`src/rtl/ag_tcu_wmma_uop_sequencer_pkg.sv`:
```
// Shared definitions for the AG-TCU WMMA micro-op sequencer: tile geometry,
// format encodings, format-pair legality and the micro-op record.
package ag_tcu_wmma_uop_sequencer_pkg;

    localparam int unsigned STEP_W = 4;
    localparam int unsigned REG_W  = 5;

    typedef enum logic [3:0] {
        FMT_FP32 = 4'd0,
        FMT_FP16 = 4'd1,
        FMT_BF16 = 4'd2,
        FMT_I32  = 4'd8,
        FMT_I8   = 4'd9,
        FMT_U8   = 4'd10,
        FMT_I4   = 4'd11,
        FMT_U4   = 4'd12
    } fmt_e;

    typedef enum logic {
        ST_IDLE,
        ST_ISSUE
    } seq_state_e;

    typedef struct packed {
        logic [STEP_W-1:0] step_m;
        logic [STEP_W-1:0] step_n;
        logic [STEP_W-1:0] step_k;
        logic [REG_W-1:0]  ra;
        logic [REG_W-1:0]  rb;
        logic [REG_W-1:0]  rc;
        logic              first;
        logic              last;
    } ag_tcu_uop_t;

    // Core block is TC_M x TC_N threads; the square tile splits into steps of that block.
    function automatic int unsigned calc_tc_n(int unsigned nt);
        return 32'd1 << ($clog2(nt) / 2);
    endfunction

    function automatic int unsigned calc_tc_m(int unsigned nt);
        return nt / calc_tc_n(nt);
    endfunction

    function automatic int unsigned calc_tc_k(int unsigned nt, int unsigned dp);
        return (dp != 0) ? dp : nt / calc_tc_m(nt);
    endfunction

    function automatic int unsigned calc_tile_mn(int unsigned nt, int unsigned nr);
        return 32'd1 << ($clog2(nt * nr) / 2);
    endfunction

    function automatic int unsigned calc_tile_k(int unsigned nt, int unsigned nr);
        return (nt * nr) / calc_tile_mn(nt, nr);
    endfunction

    function automatic int unsigned calc_m_steps(int unsigned nt, int unsigned nr);
        return calc_tile_mn(nt, nr) / calc_tc_m(nt);
    endfunction

    function automatic int unsigned calc_n_steps(int unsigned nt, int unsigned nr);
        return calc_tile_mn(nt, nr) / calc_tc_n(nt);
    endfunction

    function automatic int unsigned calc_k_steps(int unsigned nt, int unsigned nr, int unsigned dp);
        return calc_tile_k(nt, nr) / calc_tc_k(nt, dp);
    endfunction

    function automatic int unsigned calc_nrb(int unsigned nt, int unsigned nr);
        return (calc_tile_mn(nt, nr) * calc_tile_k(nt, nr)) / nt;
    endfunction

    function automatic int unsigned calc_rb_base(int unsigned nrb);
        return (nrb == 4) ? 28 : 10;
    endfunction

    function automatic int unsigned calc_rc_base(int unsigned nrb);
        return (nrb == 4) ? 10 : 24;
    endfunction

    function automatic int unsigned step_width(int unsigned steps);
        return (steps > 1) ? $clog2(steps) : 1;
    endfunction

    function automatic logic fmt_legal(logic [3:0] fmt_s, logic [3:0] fmt_d);
        logic float_s, float_d, int_s;
        float_s = (fmt_s == FMT_FP32) || (fmt_s == FMT_FP16) || (fmt_s == FMT_BF16);
        float_d = (fmt_d == FMT_FP32) || (fmt_d == FMT_FP16) || (fmt_d == FMT_BF16);
        int_s   = (fmt_s == FMT_I8) || (fmt_s == FMT_U8) || (fmt_s == FMT_I4) || (fmt_s == FMT_U4);
        return (float_s && float_d) || (int_s && (fmt_d == FMT_I32));
    endfunction

    function automatic ag_tcu_uop_t make_uop(
        logic [STEP_W-1:0] m, logic [STEP_W-1:0] n, logic [STEP_W-1:0] k,
        int unsigned m_steps, int unsigned n_steps, int unsigned k_steps,
        int unsigned ra_base, int unsigned rb_base, int unsigned rc_base
    );
        ag_tcu_uop_t u;
        u.step_m = m;
        u.step_n = n;
        u.step_k = k;
        u.ra     = REG_W'(ra_base + 32'(m) * k_steps + 32'(k));
        u.rb     = REG_W'(rb_base + 32'(n) * k_steps + 32'(k));
        u.rc     = REG_W'(rc_base + 32'(m) * n_steps + 32'(n));
        u.first  = (m == '0) && (n == '0) && (k == '0);
        u.last   = (32'(m) == m_steps - 1) && (32'(n) == n_steps - 1) && (32'(k) == k_steps - 1);
        return u;
    endfunction

endpackage

```
`src/rtl/ag_tcu_step_counter.sv`:
```
// Three-level mixed-radix step counter (K innermost, then N, then M) holding
// the index of the micro-op currently presented; exposes the next index.
module ag_tcu_step_counter
    import ag_tcu_wmma_uop_sequencer_pkg::*;
#(
    parameter int unsigned M_STEPS = 2,
    parameter int unsigned N_STEPS = 4,
    parameter int unsigned K_STEPS = 4
) (
    input  logic              clk,
    input  logic              reset,
    input  logic              clear,
    input  logic              inc,
    output logic [STEP_W-1:0] nxt_m,
    output logic [STEP_W-1:0] nxt_n,
    output logic [STEP_W-1:0] nxt_k,
    output logic              last,
    output logic              wrap
);

    logic [STEP_W-1:0] cnt_m, cnt_n, cnt_k;
    logic              m_max, n_max, k_max;

    assign m_max = (cnt_m == STEP_W'(M_STEPS - 1));
    assign n_max = (cnt_n == STEP_W'(N_STEPS - 1));
    assign k_max = (cnt_k == STEP_W'(K_STEPS - 1));
    assign last  = m_max && n_max && k_max;
    assign wrap  = inc && last;

    always_comb begin
        nxt_k = k_max ? '0 : cnt_k + STEP_W'(1);
        nxt_n = cnt_n;
        nxt_m = cnt_m;
        if (k_max) begin
            nxt_n = n_max ? '0 : cnt_n + STEP_W'(1);
            if (n_max) begin
                nxt_m = m_max ? '0 : cnt_m + STEP_W'(1);
            end
        end
    end

    always_ff @(posedge clk or negedge reset) begin
        if (!reset) begin
            cnt_m <= '0;
            cnt_n <= '0;
            cnt_k <= '0;
        end else if (clear) begin
            cnt_m <= '0;
            cnt_n <= '0;
            cnt_k <= '0;
        end else if (inc) begin
            cnt_m <= nxt_m;
            cnt_n <= nxt_n;
            cnt_k <= nxt_k;
        end
    end

endmodule

```
`src/rtl/ag_tcu_wmma_uop_sequencer.sv`:
```
// Expands one WMMA instruction into M_STEPS*N_STEPS*K_STEPS registered micro-ops,
// with format checking, flush and zero-bubble chaining of back-to-back instructions.
module ag_tcu_wmma_uop_sequencer
    import ag_tcu_wmma_uop_sequencer_pkg::*;
#(
    parameter int unsigned NT      = 8,
    parameter int unsigned NR      = 8,
    parameter int unsigned DP      = 0,
    parameter int unsigned TAG_W   = 8,
    parameter int unsigned RA_BASE = 0,
    localparam int unsigned M_STEPS = calc_m_steps(NT, NR),
    localparam int unsigned N_STEPS = calc_n_steps(NT, NR),
    localparam int unsigned K_STEPS = calc_k_steps(NT, NR, DP),
    localparam int unsigned MW      = step_width(M_STEPS),
    localparam int unsigned NW      = step_width(N_STEPS),
    localparam int unsigned KW      = step_width(K_STEPS)
) (
    input  logic             clk,
    input  logic             reset,
    input  logic             flush,
    input  logic             in_valid,
    output logic             in_ready,
    input  logic [TAG_W-1:0] in_tag,
    input  logic [3:0]       in_fmt_s,
    input  logic [3:0]       in_fmt_d,
    output logic             out_valid,
    input  logic             out_ready,
    output logic [TAG_W-1:0] out_tag,
    output logic [3:0]       out_fmt_s,
    output logic [3:0]       out_fmt_d,
    output logic [MW-1:0]    out_step_m,
    output logic [NW-1:0]    out_step_n,
    output logic [KW-1:0]    out_step_k,
    output logic [4:0]       out_ra,
    output logic [4:0]       out_rb,
    output logic [4:0]       out_rc,
    output logic             out_first,
    output logic             out_last,
    output logic             fmt_err,
    output logic             busy
);

    localparam int unsigned NRB     = calc_nrb(NT, NR);
    localparam int unsigned RB_BASE = calc_rb_base(NRB);
    localparam int unsigned RC_BASE = calc_rc_base(NRB);
    localparam int unsigned RA_MAX  = RA_BASE + M_STEPS * K_STEPS - 1;
    localparam int unsigned RB_MAX  = RB_BASE + N_STEPS * K_STEPS - 1;
    localparam int unsigned RC_MAX  = RC_BASE + M_STEPS * N_STEPS - 1;

    if (RA_MAX > 31 || RB_MAX > 31 || RC_MAX > 31 ||
        M_STEPS > (1 << STEP_W) || N_STEPS > (1 << STEP_W) || K_STEPS > (1 << STEP_W)) begin : g_geom_check
        $error("ag_tcu_wmma_uop_sequencer: register index or step count out of range");
    end

    seq_state_e        state;
    ag_tcu_uop_t       uop_q;
    logic              accept, hs;
    logic              cnt_inc, cnt_clear, cnt_last, cnt_wrap;
    logic [STEP_W-1:0] nxt_m, nxt_n, nxt_k;
    logic              unused_step_hi;

    // In ISSUE the counter sits on the presented uop, so cnt_last mirrors out_last.
    assign in_ready  = !flush && ((state == ST_IDLE) || (cnt_last && out_ready));
    assign accept    = in_valid && in_ready;
    assign hs        = out_valid && out_ready;
    assign cnt_inc   = hs && !flush;
    assign cnt_clear = accept || flush;

    ag_tcu_step_counter #(
        .M_STEPS(M_STEPS),
        .N_STEPS(N_STEPS),
        .K_STEPS(K_STEPS)
    ) u_step_counter (
        .clk  (clk),
        .reset(reset),
        .clear(cnt_clear),
        .inc  (cnt_inc),
        .nxt_m(nxt_m),
        .nxt_n(nxt_n),
        .nxt_k(nxt_k),
        .last (cnt_last),
        .wrap (cnt_wrap)
    );

    always_ff @(posedge clk or negedge reset) begin
        if (!reset) begin
            state     <= ST_IDLE;
            out_valid <= 1'b0;
            busy      <= 1'b0;
            fmt_err   <= 1'b0;
            out_tag   <= '0;
            out_fmt_s <= '0;
            out_fmt_d <= '0;
            uop_q     <= '0;
        end else begin
            fmt_err <= 1'b0;
            if (flush) begin
                state     <= ST_IDLE;
                out_valid <= 1'b0;
                busy      <= 1'b0;
            end else if (accept) begin
                out_tag   <= in_tag;
                out_fmt_s <= in_fmt_s;
                out_fmt_d <= in_fmt_d;
                if (fmt_legal(in_fmt_s, in_fmt_d)) begin
                    state     <= ST_ISSUE;
                    out_valid <= 1'b1;
                    busy      <= 1'b1;
                    uop_q     <= make_uop('0, '0, '0, M_STEPS, N_STEPS, K_STEPS,
                                          RA_BASE, RB_BASE, RC_BASE);
                end else begin
                    state     <= ST_IDLE;
                    out_valid <= 1'b0;
                    busy      <= 1'b0;
                    fmt_err   <= 1'b1;
                end
            end else if (cnt_wrap) begin
                state     <= ST_IDLE;
                out_valid <= 1'b0;
                busy      <= 1'b0;
            end else if (hs) begin
                uop_q <= make_uop(nxt_m, nxt_n, nxt_k, M_STEPS, N_STEPS, K_STEPS,
                                  RA_BASE, RB_BASE, RC_BASE);
            end
        end
    end

    assign out_step_m = uop_q.step_m[MW-1:0];
    assign out_step_n = uop_q.step_n[NW-1:0];
    assign out_step_k = uop_q.step_k[KW-1:0];
    assign out_ra     = uop_q.ra;
    assign out_rb     = uop_q.rb;
    assign out_rc     = uop_q.rc;
    assign out_first  = uop_q.first;
    assign out_last   = uop_q.last;

    assign unused_step_hi = ^{uop_q.step_m, uop_q.step_n, uop_q.step_k};

endmodule

```
`config.mk`:
```
export PLATFORM = sky130hd
export DESIGN_NAME = ag_tcu_wmma_uop_sequencer
export DESIGN_NICKNAME = d
export VERILOG_FILES = /design/src/rtl/ag_tcu_wmma_uop_sequencer_pkg.sv /design/src/rtl/ag_tcu_step_counter.sv /design/src/rtl/ag_tcu_wmma_uop_sequencer.sv
export SDC_FILE = /design/constraint.sdc
export NUM_CORES = 1
export LEC_CHECK = 0
export CAP_MARGIN = 20
export CORE_MARGIN = 8
export CORE_UTILIZATION = 50
export CTS_CLUSTER_DIAMETER = 30
export DETAILED_ROUTE_END_ITERATION = 12
export PLACE_DENSITY = 0.8
export SYNTH_ARGS = -nofsm -noshare
export SYNTH_HDL_FRONTEND = slang
export SYNTH_SLANG_ARGS = --single-unit
```
`constraint.sdc`:
```
create_clock -name clk -period 3.9 [get_ports clk]
set_clock_uncertainty 0.2 [all_clocks]
set_input_delay 0.78 -clock clk [delete_from_list [all_inputs] [get_ports clk]]
set_output_delay 0.78 -clock clk [all_outputs]
set_load 0.01 [all_outputs]
```
==> flow_metrics.py <==
metrics = {
    "global_route": {
        "met3_usage_pct": 8.82,
        "track_usage_pct": 16.5,
        "antenna_found_initial": 0,
        "grt_pass1_wl_mm": 9.92,
        "grt_pass1_vias": 2060,
        "grt_max_degree": 48,
        "grtUsageMet2_pct": 26.3,
        "use_met1_pct": 18.0,
        "busiest_layer": "met2",
        "grt.overflow.total": 0,
    },
    "critical_path": {
        "cp-end-kind": "output port",
        "crit_fanout": 8,
        "path_buf_inv": 1,
        "crit_path_top_delay_cell": "clkdlybuf4s50_1",
        "startpoint_type": "flop",
        "worstPathRequired_ps": 2920,
        "slowest_delay_ps": 580,
        "crit_type": "flop to output port",
        "crit_chain": "ha_1, nor3b_4, nand4_4, a21oi_1, clkdlybuf4s50_1",
        "worstPathArrival_ps": 2490,
        "critical_path.top_delay_family": "simple AND/OR/NAND/NOR gates",
    },
    "timing": {
        "slew_violations": 0,
        "tns_ps": 0,
        "rsz0062_at_grt": "no",
        "tightest_slew_ps": 503,
        "hold_viol": 0,
        "finalCriticalPeriod_ps": 3470,
        "slew_headroom_pct": 66.5,
        "max_freq_mhz": 288,
        "holdWs_ps": 174,
        "setup_slack_ps": 431,
        "timing.final.crit_share_pct": 88.9,
        "setup_viol": 0,
    },
    "cts": {
        "cts_made_buffers": 5,
        "ctsResizeCount": 0,
        "insertion_delay_ps": 310,
        "clk_path_buf_depth": 2,
        "htreeDepth": 2,
        "clock_sinks": 47,
        "hold_buffers": 0,
        "root_buffer": "clkbuf_8",
        "post_cts_buffers": 0,
        "path_clk_slew_ps": 90,
        "cts_tree": "yes",
    },
    "place": {
        "place_hpwl_mm": 4.57,
        "place_inst": 345,
        "portBuffers": 62,
        "dp_worst_setup_slack_ps": 703,
        "gpl.final_weighted_congestion": 0.899,
    },
    "synthesis": {
        "ys_seq_elements": 47,
        "ys_async_sr_fraction_pct": 100,
        "synthCells": 228,
        "syn_avg_cell_area_um2": 11.6,
        "syn_area_mm2": 0.00264,
        "synth_area_leader_cell": "dfrtp_1",
        "syn-num-nets": 262,
        "yosysWarnings": 0,
        "synth_edf_count": 0,
        "ys_types": 51,
        "synth-seq-area-share_pct": 44.6,
        "synthTopCellsByArea": "dfrtp_1, ha_1, mux2_2",
        "synth_top_area_share_pct": 44.6,
        "synthFlopType": "dfrtp_1",
    },
    "route": {
        "drtAntennaViolNets": 0,
        "vias_per_cell": 5.47,
        "firstDrtPassIters": 4,
        "routed_wl_mm": 6.00,
        "drtIter0Drc": 65,
        "drc": 0,
        "wl_per_cell_um": 16.9,
        "vias": 1936,
    },
    "floorplanning": {
        "initial_core_util_pct": 51.7,
        "rows": 26,
        "die-height_um": 88.6,
        "design.core.area_mm2": 0.00511,
        "design.die.area_mm2": 0.00786,
        "ios": 63,
        "dieWidth_um": 88.6,
    },
    "cells_and_area": {
        "final_common_cell": "clkdlybuf4s50_1",
        "fin_util_pct": 65.5,
        "diodes": 0,
        "final_nets": 317,
        "drive_above_1_share_pct": 15.8,
        "layout_common_cells": "clkdlybuf4s50_1, dfrtp_1, nor2_1, inv_1",
        "area_growth_pct": 26.7,
        "instances_no_fill": 354,
    },
    "job": {
        "cap_violations": 0,
    },
    "run_status": {
        "status": "completed",
    },
    "pwr": {
        "power.density_mw_per_mm2": 304,
        "total_leakage_power_nw": 1.44,
        "peakVddDrop_uv": 271,
    },
    "hold_path": {
        "min_path_type": "primary input to async pin",
    },
}
[path summary, 6_finish.rpt]
path                                          from                      end  slack, ps  depth (start not counted)
setup / recovery           u_step_counter.cnt_k[0]                 in_ready        430                          5
hold reg to reg                         out_tag[6]               out_tag[6]        290                          1
setup reg to reg           u_step_counter.cnt_k[0]                out_rb[4]        700                         10
hold / removal                               reset                out_rc[2]        170                          1
max in group asynchronous                    reset  u_step_counter.cnt_m[3]       2840                          2
min in group clk                        out_tag[6]               out_tag[6]        290                          1
[stage by stage]
stage | total power [mW] | instance area (um^2)
finish | 1.02 | 3340
detailed placement | 0.729 | 3240
floorplan | 0.615 | 2640
CTS | 1.02 | 3320
global placement | 0.727 | 3240
global route | 1.06 | 3340
[synth_stat cells (6+ instances only)]
cell	count
nor3_1	11
nand2_1	8
a21oi_1	8
xnor2_1	9
inv_1	13
ha_1	11
dfrtp_1	47
buf_2	6
mux2_1	7
buf_4	8
a22o_2	6
nor2_1	18
mux2_2	9
[power breakdown]
part	internal, mW	switching [mW]
clock	0.126	0.171
combinational	0.109	0.0753
sequential	0.519	0.0165
total	0.754	0.263
[kinds of logic (layout without fill, tap and decap cells)]
logic type,after synthesis,after routing,share of synthesized area (%)
adder cells (fa/ha/maj),13,13,6.73
flip-flops,47,47,44.6
multiplexers,19,19,8.44
XOR/XNOR,15,15,5.26
AO/OA/AOI/OAI,40,40,12.8
AND/OR/NAND/NOR,63,63,15.5
buffers and inverters,31,87,6.69
[routing by layer]
metal	vias up	wire (um)
met5	-	0
met4	0	136
met3	12	662
met2	69	2780
met1	934	2420
li1	921	-
[registers in the layout, indices dropped and copies added (netlist names), 4 cells and up]
| register | count |
|---|---|
| u_step_counter.cnt_m | 4 |
| out_fmt_s | 4 |
| out_rc | 4 |
| u_step_counter.cnt_k | 4 |
| out_tag | 8 |
| u_step_counter.cnt_n | 4 |
| out_ra | 4 |
| out_rb | 4 |
| out_fmt_d | 4 |
[cell type report]
| type | instances | area, um^2 |
|---|---|---|
| Clock inverter | 3 | 18.8 |
| Multi-Input combinational cell | 150 | 1290 |
| Clock buffer | 5 | 68.8 |
| Tap cell | 70 | 87.6 |
| Fill cell | 428 | 1760 |
| Inverter | 13 | 48.8 |
| Sequential cell | 47 | 1180 |
| Timing Repair Buffer | 66 | 658 |
Note: power is estimated with default switching activity, not from simulation.
